[config.mk]
export PLATFORM = sky130hd
export DESIGN_NAME = ps2_dir_decoder
export DESIGN_NICKNAME = d
export VERILOG_FILES = /design/src/rtl/ps2_dir_decoder.sv
export SDC_FILE = /design/constraint.sdc
export NUM_CORES = 1
export LEC_CHECK = 0
export BUFFER_PORTS_ARGS = -buffer_cell sky130_fd_sc_hd__buf_4
export CORE_MARGIN = 2
export CORE_UTILIZATION = 55
export CTS_BUF_LIST = sky130_fd_sc_hd__clkbuf_4 sky130_fd_sc_hd__clkbuf_8 sky130_fd_sc_hd__clkbuf_16
export DETAILED_ROUTE_END_ITERATION = 12
export PLACE_DENSITY = 0.79
export SYNTH_ARGS = -nofsm -noshare
export SYNTH_HDL_FRONTEND = slang
export SYNTH_SLANG_ARGS = --single-unit
[constraint.sdc]
create_clock -name clk -period 2.07 [get_ports clk]
set_input_delay 0.3105 -clock clk [delete_from_list [all_inputs] [get_ports clk]]
set_output_delay 0.3105 -clock clk [all_outputs]
set_load 0.01 [all_outputs]
[src/rtl/ps2_dir_decoder.sv]
// PS/2 scan-code to direction-control decoder: make/break prefix FSM, held-key
// tracking, per-axis last-pressed resolution. Define KEYDEC_WASD_EN to also map WASD.
module ps2_dir_decoder #(
  parameter int unsigned PREFIX_TIMEOUT = 100000,
  parameter logic [7:0]  START_CODE     = 8'h29
) (
  input  logic       clk,
  input  logic       reset,
  input  logic       code_valid,
  input  logic [7:0] scan_code,
  output logic [3:0] dirMove,
  output logic [3:0] dir_pulse,
  output logic       start_pulse,
  output logic       any_held,
  output logic       proto_err
);

  localparam int unsigned CNT_W = (PREFIX_TIMEOUT > 2) ? $clog2(PREFIX_TIMEOUT) : 1;
  localparam logic [CNT_W-1:0] CNT_LAST = CNT_W'(PREFIX_TIMEOUT - 1);

  localparam logic [7:0] CODE_E0    = 8'hE0;
  localparam logic [7:0] CODE_F0    = 8'hF0;
  localparam logic [7:0] CODE_UP    = 8'h75;
  localparam logic [7:0] CODE_DOWN  = 8'h72;
  localparam logic [7:0] CODE_LEFT  = 8'h6B;
  localparam logic [7:0] CODE_RIGHT = 8'h74;

  typedef enum logic [1:0] {
    S_IDLE   = 2'd0,
    S_E0     = 2'd1,
    S_F0     = 2'd2,
    S_E0F0   = 2'd3
  } state_t;

  state_t            r_state;
  state_t            w_state_nxt;
  logic [CNT_W-1:0]  r_cnt;
  logic              w_timeout;

  logic              w_make;
  logic              w_brk;
  logic              w_ext;
  logic              w_err;

  logic [3:0]        r_arrow;
  logic [3:0]        w_arrow_hit;
  logic [3:0]        w_arrow_nxt;
  logic [3:0]        w_arrow_new;
  logic [3:0]        w_held_old;
  logic [3:0]        w_held_nxt;
  logic [3:0]        w_new;
  logic              r_ud;
  logic              r_lr;
  logic              w_ud_nxt;
  logic              w_lr_nxt;
  logic [3:0]        w_dir_res;
  logic              r_start_held;
  logic              w_start_hit;
  logic              w_start_nxt;
  logic              w_start_fire;

  logic [3:0]        r_dir;
  logic [3:0]        r_pulse;
  logic              r_start_pulse;
  logic              r_any;
  logic              r_err;

  assign w_timeout = (r_state != S_IDLE) && !code_valid && (r_cnt == CNT_LAST);

  // State register
  always_ff @(posedge clk) begin
    if (reset) r_state <= S_IDLE;
    else       r_state <= w_state_nxt;
  end

  // Prefix timeout counter: only runs while a sequence is open and the line is quiet
  always_ff @(posedge clk) begin
    if (reset || code_valid || (r_state == S_IDLE) || w_timeout) r_cnt <= '0;
    else                                                          r_cnt <= r_cnt + CNT_W'(1);
  end

  // Next-state logic
  always_comb begin
    w_state_nxt = r_state;
    if (code_valid) begin
      unique case (r_state)
        S_IDLE: begin
          if (scan_code == CODE_F0)      w_state_nxt = S_F0;
          else if (scan_code == CODE_E0) w_state_nxt = S_E0;
        end
        S_E0: begin
          if (scan_code == CODE_F0)       w_state_nxt = S_E0F0;
          else if (scan_code != CODE_E0)  w_state_nxt = S_IDLE;
        end
        S_F0: begin
          if (scan_code == CODE_E0)       w_state_nxt = S_E0;
          else if (scan_code != CODE_F0)  w_state_nxt = S_IDLE;
        end
        S_E0F0:  w_state_nxt = S_IDLE;
        default: w_state_nxt = S_IDLE;
      endcase
    end else if (w_timeout) begin
      w_state_nxt = S_IDLE;
    end
  end

  // Event decode: which key event (if any) the current byte completes
  always_comb begin
    w_make = 1'b0;
    w_brk  = 1'b0;
    w_ext  = 1'b0;
    w_err  = w_timeout;
    if (code_valid) begin
      unique case (r_state)
        S_IDLE: w_make = (scan_code != CODE_F0) && (scan_code != CODE_E0);
        S_E0: begin
          w_ext  = 1'b1;
          w_make = (scan_code != CODE_F0) && (scan_code != CODE_E0);
        end
        S_F0: begin
          w_brk = (scan_code != CODE_F0) && (scan_code != CODE_E0);
          w_err = (scan_code == CODE_E0);
        end
        S_E0F0: begin
          w_ext = 1'b1;
          w_brk = (scan_code != CODE_F0) && (scan_code != CODE_E0);
          w_err = (scan_code == CODE_F0) || (scan_code == CODE_E0);
        end
        default: ;
      endcase
    end
  end

  always_comb begin
    w_arrow_hit = '0;
    if (w_ext) begin
      unique case (scan_code)
        CODE_UP:    w_arrow_hit = 4'b0001;
        CODE_DOWN:  w_arrow_hit = 4'b0010;
        CODE_LEFT:  w_arrow_hit = 4'b0100;
        CODE_RIGHT: w_arrow_hit = 4'b1000;
        default:    w_arrow_hit = '0;
      endcase
    end
  end

  assign w_arrow_nxt = w_make ? (r_arrow | w_arrow_hit) :
                       w_brk  ? (r_arrow & ~w_arrow_hit) : r_arrow;
  assign w_arrow_new = w_make ? (w_arrow_hit & ~r_arrow) : 4'b0000;

`ifdef KEYDEC_WASD_EN
  localparam logic [7:0] CODE_W = 8'h1D;
  localparam logic [7:0] CODE_S = 8'h1B;
  localparam logic [7:0] CODE_A = 8'h1C;
  localparam logic [7:0] CODE_D = 8'h23;

  logic [3:0] r_wasd;
  logic [3:0] w_wasd_hit;
  logic [3:0] w_wasd_nxt;
  logic [3:0] w_wasd_new;

  always_comb begin
    w_wasd_hit = '0;
    if (!w_ext) begin
      unique case (scan_code)
        CODE_W:  w_wasd_hit = 4'b0001;
        CODE_S:  w_wasd_hit = 4'b0010;
        CODE_A:  w_wasd_hit = 4'b0100;
        CODE_D:  w_wasd_hit = 4'b1000;
        default: w_wasd_hit = '0;
      endcase
    end
  end

  assign w_wasd_nxt = w_make ? (r_wasd | w_wasd_hit) :
                      w_brk  ? (r_wasd & ~w_wasd_hit) : r_wasd;
  assign w_wasd_new = w_make ? (w_wasd_hit & ~r_wasd) : 4'b0000;
  assign w_held_old = r_arrow | r_wasd;
  assign w_held_nxt = w_arrow_nxt | w_wasd_nxt;
  assign w_new      = w_arrow_new | w_wasd_new;

  always_ff @(posedge clk) begin
    if (reset) r_wasd <= '0;
    else       r_wasd <= w_wasd_nxt;
  end
`else
  assign w_held_old = r_arrow;
  assign w_held_nxt = w_arrow_nxt;
  assign w_new      = w_arrow_new;
`endif

  // Last-pressed per axis: 0 = up/left, 1 = down/right
  assign w_ud_nxt = w_new[0] ? 1'b0 : (w_new[1] ? 1'b1 : r_ud);
  assign w_lr_nxt = w_new[2] ? 1'b0 : (w_new[3] ? 1'b1 : r_lr);

  assign w_dir_res[0] = w_held_nxt[0] & (~w_held_nxt[1] | ~w_ud_nxt);
  assign w_dir_res[1] = w_held_nxt[1] & (~w_held_nxt[0] |  w_ud_nxt);
  assign w_dir_res[2] = w_held_nxt[2] & (~w_held_nxt[3] | ~w_lr_nxt);
  assign w_dir_res[3] = w_held_nxt[3] & (~w_held_nxt[2] |  w_lr_nxt);

  assign w_start_hit  = !w_ext && (scan_code == START_CODE);
  assign w_start_nxt  = (w_make && w_start_hit) ? 1'b1 :
                        (w_brk  && w_start_hit) ? 1'b0 : r_start_held;
  assign w_start_fire = w_make && w_start_hit && !r_start_held;

  // Held state and registered outputs
  always_ff @(posedge clk) begin
    if (reset) begin
      r_arrow       <= '0;
      r_ud          <= 1'b0;
      r_lr          <= 1'b0;
      r_start_held  <= 1'b0;
      r_dir         <= '0;
      r_pulse       <= '0;
      r_start_pulse <= 1'b0;
      r_any         <= 1'b0;
      r_err         <= 1'b0;
    end else begin
      r_arrow       <= w_arrow_nxt;
      r_ud          <= w_ud_nxt;
      r_lr          <= w_lr_nxt;
      r_start_held  <= w_start_nxt;
      r_dir         <= w_dir_res;
      r_pulse       <= w_held_nxt & ~w_held_old;
      r_start_pulse <= w_start_fire;
      r_any         <= |w_held_nxt;
      r_err         <= w_err;
    end
  end

  assign dirMove     = r_dir;
  assign dir_pulse   = r_pulse;
  assign start_pulse = r_start_pulse;
  assign any_held    = r_any;
  assign proto_err   = r_err;

endmodule

==> results of run 1 <==
==> cell families after synthesis <==
| group | after synthesis | synth area share [%] |
|---|---|---|
| flip-flops | 37 | 45.8 |
| multiplexers | 4 | 2.55 |
| buffers and inverters | 9 | 2.94 |
| AO/OA/AOI/OAI | 15 | 8.28 |
| adder cells (fa/ha/maj) | 1 | 0.773 |
| AND/OR/NAND/NOR | 95 | 31.6 |
| XOR/XNOR | 15 | 8.12 |
==> cell usage in the layout (no fill, tap or decap), types with 2 or more instances in the layout <==
| cell type | n |
|---|---|
| inv_1 | 3 |
| nand4_1 | 6 |
| xor2_1 | 9 |
| nand4b_1 | 2 |
| and3_1 | 9 |
| nor2_1 | 32 |
| nor3_1 | 4 |
| buf_4 | 22 |
| clkbuf_4 | 5 |
| and2_1 | 2 |
| xnor2_1 | 6 |
| dfxtp_1 | 37 |
| a21oi_1 | 5 |
| nor2b_1 | 2 |
| mux2i_1 | 3 |
| nor4_1 | 5 |
| and4_1 | 2 |
| nand2_1 | 11 |
| bufinv_16 | 2 |
| a211oi_2 | 2 |
| nand3_1 | 8 |
==> cell type report <==
class	instances	area (um2)	area share (%)
clock buffer	5	37.5	1.98
inverter	3	11.3	0.595
timing repair buffer	22	165	8.73
tap	31	38.8	2.05
clock inverter	3	68.8	3.64
sequential	37	741	39.2
multi-input combinational	130	830	43.8
==> how the worst max path moves through the flow <==
stage                                 end  slack (ns)  cells past startpoint
floorplan                 r_lr$_SDFF_PP0_        0.45                      6
global placement    dirMove[2]$_SDFF_PP0_        0.33                      6
detailed placement  dirMove[2]$_SDFF_PP0_        0.28                      6
CTS                   r_cnt[5]$_SDFF_PP0_        0.30                      5
global route          r_cnt[3]$_SDFF_PP0_        0.12                      6
finish                r_cnt[5]$_SDFF_PP0_        0.31                      5
==> registers in the layout, summed over array words and instances, names as in the netlist <==
name	count
r_cnt	17
dirMove	4
dir_pulse	4
r_arrow	4
r_state	2
any_held	1
proto_err	1
r_lr	1
r_start_held	1
r_ud	1
start_pulse	1
==> layer usage <==
metal  GRT usage, %  vias up
met1           23.9      620
met3           5.80        8
met4           12.0        0
met2           36.0       34
li1               -      666
met5              0        -
==> critical path: stages, from the launching register on <==
cell	delay (ns)
dfxtp_1	0.38
or4_1	0.54
nor2_1	0.18
nand2_1	0.09
nand2_1	0.34
nor2_1	0.11
==> per-stage QoR <==
step	util (%)	hold WS [ns]	total power [mW]
floorplan	-	0.397	0.754
global placement	64.2	0.408	0.774
detailed placement	64.2	0.431	0.776
CTS	68.0	0.236	1.41
global route	68.0	0.263	1.43
finish	68.0	0.239	1.39
==> report_power, final <==
| group | total [mW] | switching [mW] | internal [mW] |
|---|---|---|---|
| registers | 0.712 | 0.000170 | 0.712 |
| clock network | 0.633 | 0.253 | 0.380 |
| logic | 0.0481 | 0.0279 | 0.0202 |
==> impl_metrics.env, run 1 <==
export IMPL_worstRegToRegCells=5
export IMPL_globalRouteTotalUtil_pct=21.2
export IMPL_syn_inst=176
export IMPL_post_drt_wl_per_cell_um=13.3
export IMPL_total_leakage_power_nw=0.734
export IMPL_fin_nets=211
export IMPL_hold_path_end="start_pulse$_SDFF_PP0_"
export IMPL_syn_num_nets=188
export IMPL_chipHeight_um=58.2
export IMPL_crit_path_end_kind="flop"
export IMPL_dp_hpwl_mm=2.28
export IMPL_via_per_inst=5.75
export IMPL_synth_cell_types=44
export IMPL_period_minus_slack_ns=1.76
export IMPL_dpl_cell_area_um2=1790
export IMPL_routed_wl_met3_um=148
export IMPL_wl_mm=3.07
export IMPL_drtIter0Drc=48
export IMPL_hp_class="input port to flop"
export IMPL_htreeDepth=2
export IMPL_cp_required_ns=2.30
export IMPL_rrSetupSlack_ns=0.31
export IMPL_reg2reg_to="r_cnt[5]$_SDFF_PP0_"
export IMPL_netlist_area_um2=1620
export IMPL_ctsRootBufferMaster="clkbuf_4"
export IMPL_cts_max_path_buffers=2
export IMPL_n_fill_cell=221
export IMPL_design_area_um2=1890
export IMPL_io_pins=22
export IMPL_n_antenna_cell=0
export IMPL_clk_latency_ns=0.36
export IMPL_numCtsBuffers=5
export IMPL_reg2reg_from="r_cnt[5]$_SDFF_PP0_"
export IMPL_dp_cells=223
export IMPL_finalSetupViolCount=0
export IMPL_grt_first_pass_wirelength_mm=5.45
export IMPL_synth_top_area_cell="dfxtp_1"
export IMPL_drc=0
export IMPL_skew_ns=0.0142
export IMPL_fp_dieW_um=58.2
export IMPL_tightest_slew_ns=0.555
export IMPL_ys_ff_latch=37
export IMPL_clkTransAtPathRegs_ns=0.12
export IMPL_hold_viol=0
export IMPL_wl_met1_mm=1.36
export IMPL_drive_gt1_share_pct=19.5
export IMPL_fmax_mhz=569
export IMPL_ir_worst_vdd_mv=0.890
export IMPL_slew_viol_final=0
export IMPL_final_cells=231
export IMPL_relSlewSlack_pct=62.0
export IMPL_drtAntennaViolNets=0
export IMPL_period_share_pct=84.8
export IMPL_cts_resized=0
export IMPL_numPortBuffers=21
export IMPL_met2_length_mm=1.50
export IMPL_yosysWarnings=0
export IMPL_powerDensity_nw_per_um2=736
export IMPL_grt_pass1_vias=1304
export IMPL_holdPathStages=3
export IMPL_cts_setup_buffers=0
export IMPL_highest_layer="met4"
export IMPL_drtPass1Iterations=5
export IMPL_crit_type="flop to flop"
export IMPL_placeableCoreArea_um2=2780
export IMPL_min_from="scan_code[0]"
export IMPL_cts_hold_fix_buffers=0
export IMPL_antenna_found_initial=0
export IMPL_synth_top_area_share_pct=45.8
export IMPL_status="finished clean"
export IMPL_max_cap_violations=0
export IMPL_cp_startpoint="r_cnt[5]$_SDFF_PP0_"
export IMPL_cts_tree="done"
export IMPL_syn_area_per_cell_um2=9.19
export IMPL_num_rows=19
export IMPL_grt_max_degree=19
export IMPL_initial_utilization_pct=58.2
export IMPL_start_kind="flop"
export IMPL_crit_fanout=14
export IMPL_synthTopCellsByArea="dfxtp_1, nor2_1, xor2_1"
export IMPL_place_gp_congestion=0.816
export IMPL_areaGrowthSynthToFinish_pct=16.9
export IMPL_synth_edff_count=0
export IMPL_synth_most_common_cell="dfxtp_1"
export IMPL_vias=1328
export IMPL_cp_arrival_ns=1.99
export IMPL_synthArstFlopShare_pct=0
export IMPL_ys_seq_area_share_pct=45.8
export IMPL_rsz0062_at_grt="false"
export IMPL_synth_common_cells="dfxtp_1, nor2_1, nand2_1"
export IMPL_fin_ws_ns=0.314
export IMPL_design_die_area_um2=3390
export IMPL_synthFlopType="dfxtp_1"
export IMPL_fin_tns_setup_ns=0
export IMPL_cts_sinks=37
export IMPL_overflow=0
export IMPL_pre_cts_ws_ns=0.282
(Power assumes the default switching activity.)
==> run 2: changes to the inputs <==
Settings changed: ABC_AREA from default to 1, CORE_UTILIZATION 55 to 51, PLACE_DENSITY 0.79 to 0.76.
Clock period 2.07 ns to 1.45 ns, I/O delays scaled along.
==> impl_metrics.env, run 2 <==
export IMPL_dp_hpwl_mm=2.63
export IMPL_synth_most_common_cell="nand2_1"
export IMPL_period_minus_slack_ns=1.51
export IMPL_wl_mm=3.65
export IMPL_cp_arrival_ns=1.79
export IMPL_cts_hold_fix_buffers=0
export IMPL_fmax_mhz=660
export IMPL_initial_utilization_pct=53.1
export IMPL_global_route_usage_met1_pct=21.3
export IMPL_grt_max_degree=18
export IMPL_synth_top_area_share_pct=41.5
export IMPL_globalRouteTotalUtil_pct=19.3
export IMPL_rsz0062_at_grt="true"
export IMPL_synthTopCellsByArea="dfxtp_1, nand2_1, nor2_1"
export IMPL_n_antenna_cell=0
export IMPL_max_cap_violations=0
export IMPL_cts_max_path_buffers=2
export IMPL_top_usage_layer="met2"
export IMPL_design_area_um2=2270
export IMPL_hp_class="input port to flop"
export IMPL_overflow=0
export IMPL_synth_common_cells="nand2_1, dfxtp_1, nor2_1"
export IMPL_relSlewSlack_pct=73.9
export IMPL_fin_ws_ns=-0.0649
export IMPL_ctsRootBufferMaster="clkbuf_4"
export IMPL_skew_ns=0.00371
export IMPL_syn_num_nets=262
export IMPL_numCtsBuffers=5
export IMPL_design_die_area_um2=3990
export IMPL_drive_gt1_share_pct=29.6
export IMPL_drtAntennaViolNets=0
export IMPL_grt_met2_usage_pct=35.0
export IMPL_largest_reg_flops=17
export IMPL_layout_common_cells="nand2_1, dfxtp_1, buf_4"
export IMPL_use_met3_pct=5.36
export IMPL_tightest_slew_ns=0.392
export IMPL_powerDensity_nw_per_um2=803
export IMPL_synthArstFlopShare_pct=0
export IMPL_synth_top_area_cell="dfxtp_1"
export IMPL_netlist_area_um2=1790
export IMPL_synth_cell_types=33
export IMPL_critPathTopFamily="simple AND/OR/NAND/NOR gates"
export IMPL_via_per_inst=4.93
export IMPL_hold_viol=0
export IMPL_layout_commonest_cell="nand2_1"
export IMPL_placeableCoreArea_um2=3360
export IMPL_slew_viol_final=0
export IMPL_period_share_pct=104
export IMPL_place_gp_congestion=0.783
export IMPL_crit_fanout=3
export IMPL_slowest_delay_ns=0.37
export IMPL_clk_latency_ns=0.34
export IMPL_total_leakage_power_nw=1.01
export IMPL_syn_area_per_cell_um2=7.15
export IMPL_dpl_cell_area_um2=2070
export IMPL_drc=0
export IMPL_numPortBuffers=21
export IMPL_syn_inst=250
export IMPL_start_kind="flop"
export IMPL_fin_hold_ws_ns=0.121
export IMPL_synth_edff_count=0
export IMPL_cp_required_ns=1.73
export IMPL_post_drt_wl_per_cell_um=10.9
export IMPL_clkTransAtPathRegs_ns=0.11
export IMPL_ys_ff_latch=37
export IMPL_crit_chain="ha_4, nand2_2, inv_2, nand2_4, nor2_4, nand2_4, nor2_4, inv_2, or2_0, a21oi_1"
export IMPL_chipHeight_um=63.2
export IMPL_grt_pass1_vias=1479
export IMPL_finalSetupViolCount=2
export IMPL_cts_sinks=37
export IMPL_yosysWarnings=0
export IMPL_cts_tree="done"
export IMPL_crit_type="flop to flop"
export IMPL_fin_nets=299
export IMPL_crit_path_end_kind="flop"
export IMPL_ys_seq_area_share_pct=41.5
export IMPL_crit_buf_inv=2
export IMPL_areaGrowthSynthToFinish_pct=27.3
export IMPL_status="complete, but fails checks"
export IMPL_drtPass1Iterations=4
export IMPL_fp_dieW_um=63.2
export IMPL_htreeDepth=2
export IMPL_synthFlopType="dfxtp_1"
export IMPL_regMostFlops="r_cnt"
export IMPL_num_rows=21
export IMPL_violations="negative setup slack"
export IMPL_ir_worst_vdd_mv=0.473
export IMPL_critPathSlowestCell="dfxtp_2"
export IMPL_antenna_found_initial=0
export IMPL_pre_cts_ws_ns=-0.0502
export IMPL_grt_first_pass_wirelength_mm=6.03
export IMPL_drtIter0Drc=75
export IMPL_vias=1642
export IMPL_io_pins=22
-- run 2: changes by cell type after synthesis, sizes merged, moves of 3 or more --
cell	previous run	this run
nor2	32	44
o21ai	0	5
a21oi	5	12
nand3	8	24
mux2i	3	0
nand2	11	54
or2	0	3
xor2	9	6
xnor2	6	0
nor4	5	0
and3	9	0
inv	3	35
-- run 2: timing repair --
action | in CTS | in global routing
resized for setup | 2 | 32
setup buffers | 0 | 2
endpoints found under the setup margin | 3 | 26
pin swaps | 0 | 10
-- run 2: layout make-up --
class                           instances  area [um2]
Sequential cell                        37         749
Inverter                               36         135
Fill cell                             324        1090
Timing Repair Buffer                   34         268
Multi-Input combinational cell        173         992
Clock inverter                          2        35.0
Clock buffer                            5        37.5
Tap cell                               46        57.6
-- run 2: metrics by stage --
step | instances | TNS [ns] | util, % | power [mW]
floorplan | 250 | 0 | - | 1.10
global placement | 324 | -0.0309 | 61.5 | 1.15
detailed placement | 324 | -0.144 | 61.5 | 1.15
CTS | 331 | -0.00623 | 63.8 | 1.84
global route | 333 | -0.601 | 67.6 | 1.90
finish | 333 | -0.0652 | 67.6 | 1.83
-- run 2: where the power goes --
group | internal (mW) | switching [mW] | leakage, nW | total [mW]
Sequential | 1.02 | 0.00423 | 0.300 | 1.02
Combinational | 0.0484 | 0.0715 | 0.665 | 0.120
Clock | 0.351 | 0.334 | 0.0410 | 0.685
-- run 2: routing by layer --
layer  part of all wire [%]  routed length (um)
met5                      0                   0
met4                    1.6                  57
met3                    2.7                 100
met2                     52                1900
met1                     43                1580
-- run 2: worst reg2reg max path: stages, from the launching register on --
cell and delay (ns):
dfxtp_2 0.37, ha_4 0.14, nand2_2 0.05, inv_2 0.08, nand2_4 0.07, nor2_4 0.14
nand2_4 0.07, nor2_4 0.14, inv_2 0.05, or2_0 0.21, a21oi_1 0.14
-- run 2: final timing paths --
path,cells after the start,slack [ns],to,from
hold reg to reg,1,0.42,start_pulse$_SDFF_PP0_,r_start_held$_SDFFE_PP0P_
setup / recovery,10,-0.06,r_cnt[12]$_SDFF_PP0_,r_cnt[1]$_SDFF_PP0_
hold / removal,2,0.12,r_start_held$_SDFFE_PP0P_,reset
setup reg to reg,10,-0.06,r_cnt[12]$_SDFF_PP0_,r_cnt[1]$_SDFF_PP0_
-- run 2: cell families (layout without fill, tap and decap cells) --
family          count (synthesis)  after routing  synth area share, %
simple gates                  145            145                 39.3
fa+ha+maj                       1              1                0.700
flops                          37             37                 41.5
compound gates                 21             21                 6.51
buf+inv                        40             77                 9.10
xor+xnor                        6              6                 2.94
==> run 3: changes to the inputs <==
Settings changed: GPL_TIMING_DRIVEN from default to 0.
==> impl_metrics.env, run 3 (synthesis gave the netlist of run 2 again) <==
export IMPL_highest_layer="met4"
export IMPL_violations="negative setup slack"
export IMPL_dp_hpwl_mm=2.55
export IMPL_reg2reg_from="r_cnt[1]$_SDFF_PP0_"
export IMPL_crit_chain="ha_4, nand2_2, inv_2, nand2_4, nor2_4, nand2_2, nor2_4, inv_2, or2_0, a21oi_1"
export IMPL_routed_wl_met3_um=126
export IMPL_max_cap_violations=0
export IMPL_rsz0062_at_grt="true"
export IMPL_hold_viol=0
export IMPL_cp_arrival_ns=1.78
export IMPL_grt_pass1_vias=1457
export IMPL_ctsRootBufferMaster="clkbuf_4"
export IMPL_powerDensity_nw_per_um2=888
export IMPL_drc=0
export IMPL_io_pins=22
export IMPL_vias=1660
export IMPL_n_antenna_cell=0
export IMPL_wl_mm=3.50
export IMPL_numPortBuffers=21
export IMPL_areaGrowthSynthToFinish_pct=28.2
export IMPL_holdPathStages=4
export IMPL_critPathTopFamily="simple AND/OR/NAND/NOR gates"
export IMPL_dpl_cell_area_um2=2000
export IMPL_fin_ws_ns=-0.0487
export IMPL_drtAntennaViolNets=0
export IMPL_initial_utilization_pct=53.1
export IMPL_post_drt_wl_per_cell_um=10.5
export IMPL_hold_path_end="proto_err$_SDFF_PP0_"
export IMPL_met2_length_mm=1.75
export IMPL_fp_dieW_um=63.2
export IMPL_period_share_pct=103
export IMPL_crit_fanout=4
export IMPL_via_per_inst=4.96
export IMPL_min_from="reset"
export IMPL_design_die_area_um2=3990
export IMPL_globalRouteTotalUtil_pct=18.0
export IMPL_largest_reg_flops=17
export IMPL_crit_path_end_kind="flop"
export IMPL_clkTransAtPathRegs_ns=0.11
export IMPL_fmax_mhz=667
export IMPL_numCtsBuffers=5
export IMPL_drtIter0Drc=80
export IMPL_status="complete, but fails checks"
export IMPL_layout_commonest_cell="nand2_1"
export IMPL_overflow=0
export IMPL_htreeDepth=2
export IMPL_place_gp_congestion=0.793
export IMPL_cts_max_path_buffers=2
export IMPL_design_area_um2=2290
export IMPL_clk_latency_ns=0.35
export IMPL_wl_met1_mm=1.56
export IMPL_drive_gt1_share_pct=29.1
export IMPL_cts_tree="done"
export IMPL_crit_type="flop to flop"
export IMPL_worstRegToRegCells=10
export IMPL_layout_common_cells="nand2_1, dfxtp_1, buf_4"
export IMPL_critPathSlowestCell="dfxtp_2"
export IMPL_power_mw=2.03
export IMPL_grt_first_pass_wirelength_mm=5.75
export IMPL_finalSetupViolCount=4
export IMPL_total_leakage_power_nw=0.971
export IMPL_num_rows=21
export IMPL_rrSetupSlack_ns=-0.05
export IMPL_cts_sinks=37
export IMPL_relSlewSlack_pct=70.2
export IMPL_regMostFlops="r_cnt"
export IMPL_crit_buf_inv=2
export IMPL_chipHeight_um=63.2
export IMPL_period_minus_slack_ns=1.50
export IMPL_placeableCoreArea_um2=3360
export IMPL_tightest_slew_ns=0.447
export IMPL_ir_worst_vdd_mv=0.542
export IMPL_regArea_um2=747
export IMPL_n_fill_cell=319
export IMPL_cp_required_ns=1.73
export IMPL_slew_viol_final=0
export IMPL_multi_input_area_um2=977
export IMPL_start_kind="flop"
export IMPL_hp_class="input port to flop"
export IMPL_antenna_found_initial=0
export IMPL_grt_max_degree=14
export IMPL_drtPass1Iterations=4
export IMPL_reg2reg_to="r_cnt[12]$_SDFF_PP0_"
export IMPL_fin_nets=300
export IMPL_skew_ns=0.0120
export IMPL_slowest_delay_ns=0.37
==> run 3: cell count changes in the layout (fill, tap and decap cells not counted), moves of 2 or more <==
cell     change
buf_6        +2
nor2_2       +2
nand2_2      +2
nand2_4      -2
==> run 3: timing repair <==
action                                  in CTS  in global routing
gates resized for setup                     11                 21
buffers inserted                             6                  4
endpoints found under the setup margin      17                 24
hold buffers                                 0                  0
pin swaps                                    3                 13
==> run 3: worst min-delay path: cells and delay by family <==
| family | cells | cell delay, ns |
|---|---|---|
| simple gates | 1 | 0.10 |
| compound gates | 1 | 0.03 |
| buf+inv | 2 | 0.22 |
==> run 3: layout make-up <==
class	instances	area share, %
Buffer	4	1.48
Clock buffer	5	1.64
Clock inverter	3	3.01
Inverter	36	5.90
Multi-Input combinational cell	173	42.7
Sequential cell	37	32.6
Tap cell	46	2.51
Timing Repair Buffer	31	10.2
==> run 3: how the worst max path moves through the flow <==
stage	from	endpoint	cells after the start
after floorplan	r_cnt[0]$_SDFF_PP0_	r_cnt[12]$_SDFF_PP0_	10
after detailed placement	r_cnt[0]$_SDFF_PP0_	r_cnt[12]$_SDFF_PP0_	9
after CTS	r_cnt[0]$_SDFF_PP0_	r_cnt[12]$_SDFF_PP0_	10
after global routing	r_cnt[1]$_SDFF_PP0_	r_cnt[12]$_SDFF_PP0_	10
final	r_cnt[1]$_SDFF_PP0_	r_cnt[12]$_SDFF_PP0_	10
after global placement	r_cnt[0]$_SDFF_PP0_	r_cnt[13]$_SDFF_PP0_	9
==> run 3: power by group <==
group	internal (mW)	switching, mW	leakage, nW	total, mW
Sequential	1.02	0.00441	0.300	1.02
Clock	0.542	0.351	0.0558	0.894
Combinational	0.0451	0.0712	0.615	0.116
Total	1.61	0.427	0.971	2.03
==> run 3: per-layer routing <==
| layer | global-route usage [%] | vias up |
|---|---|---|
| met4 | 7.34 | 0 |
| met5 | 0 | - |
| met2 | 33.0 | 30 |
| li1 | - | 875 |
| met3 | 4.82 | 7 |
| met1 | 19.5 | 748 |
==> run 3: metrics by stage <==
step / setup TNS [ns] / setup slack, ns / instances / hold slack (ns) / utilization, %
finish: -0.0910 / -0.0487 / 335 / 0.255 / 68.1
global route: -0.723 / -0.142 / 335 / 0.282 / 68.1
CTS: -0.0292 / -0.0292 / 331 / 0.247 / 65.0
detailed placement: -1.31 / -0.130 / 317 / 0.421 / 59.5
global placement: -0.894 / -0.0933 / 317 / 0.405 / 59.5
floorplan: 0 / 0.0368 / 250 / 0.393 / -
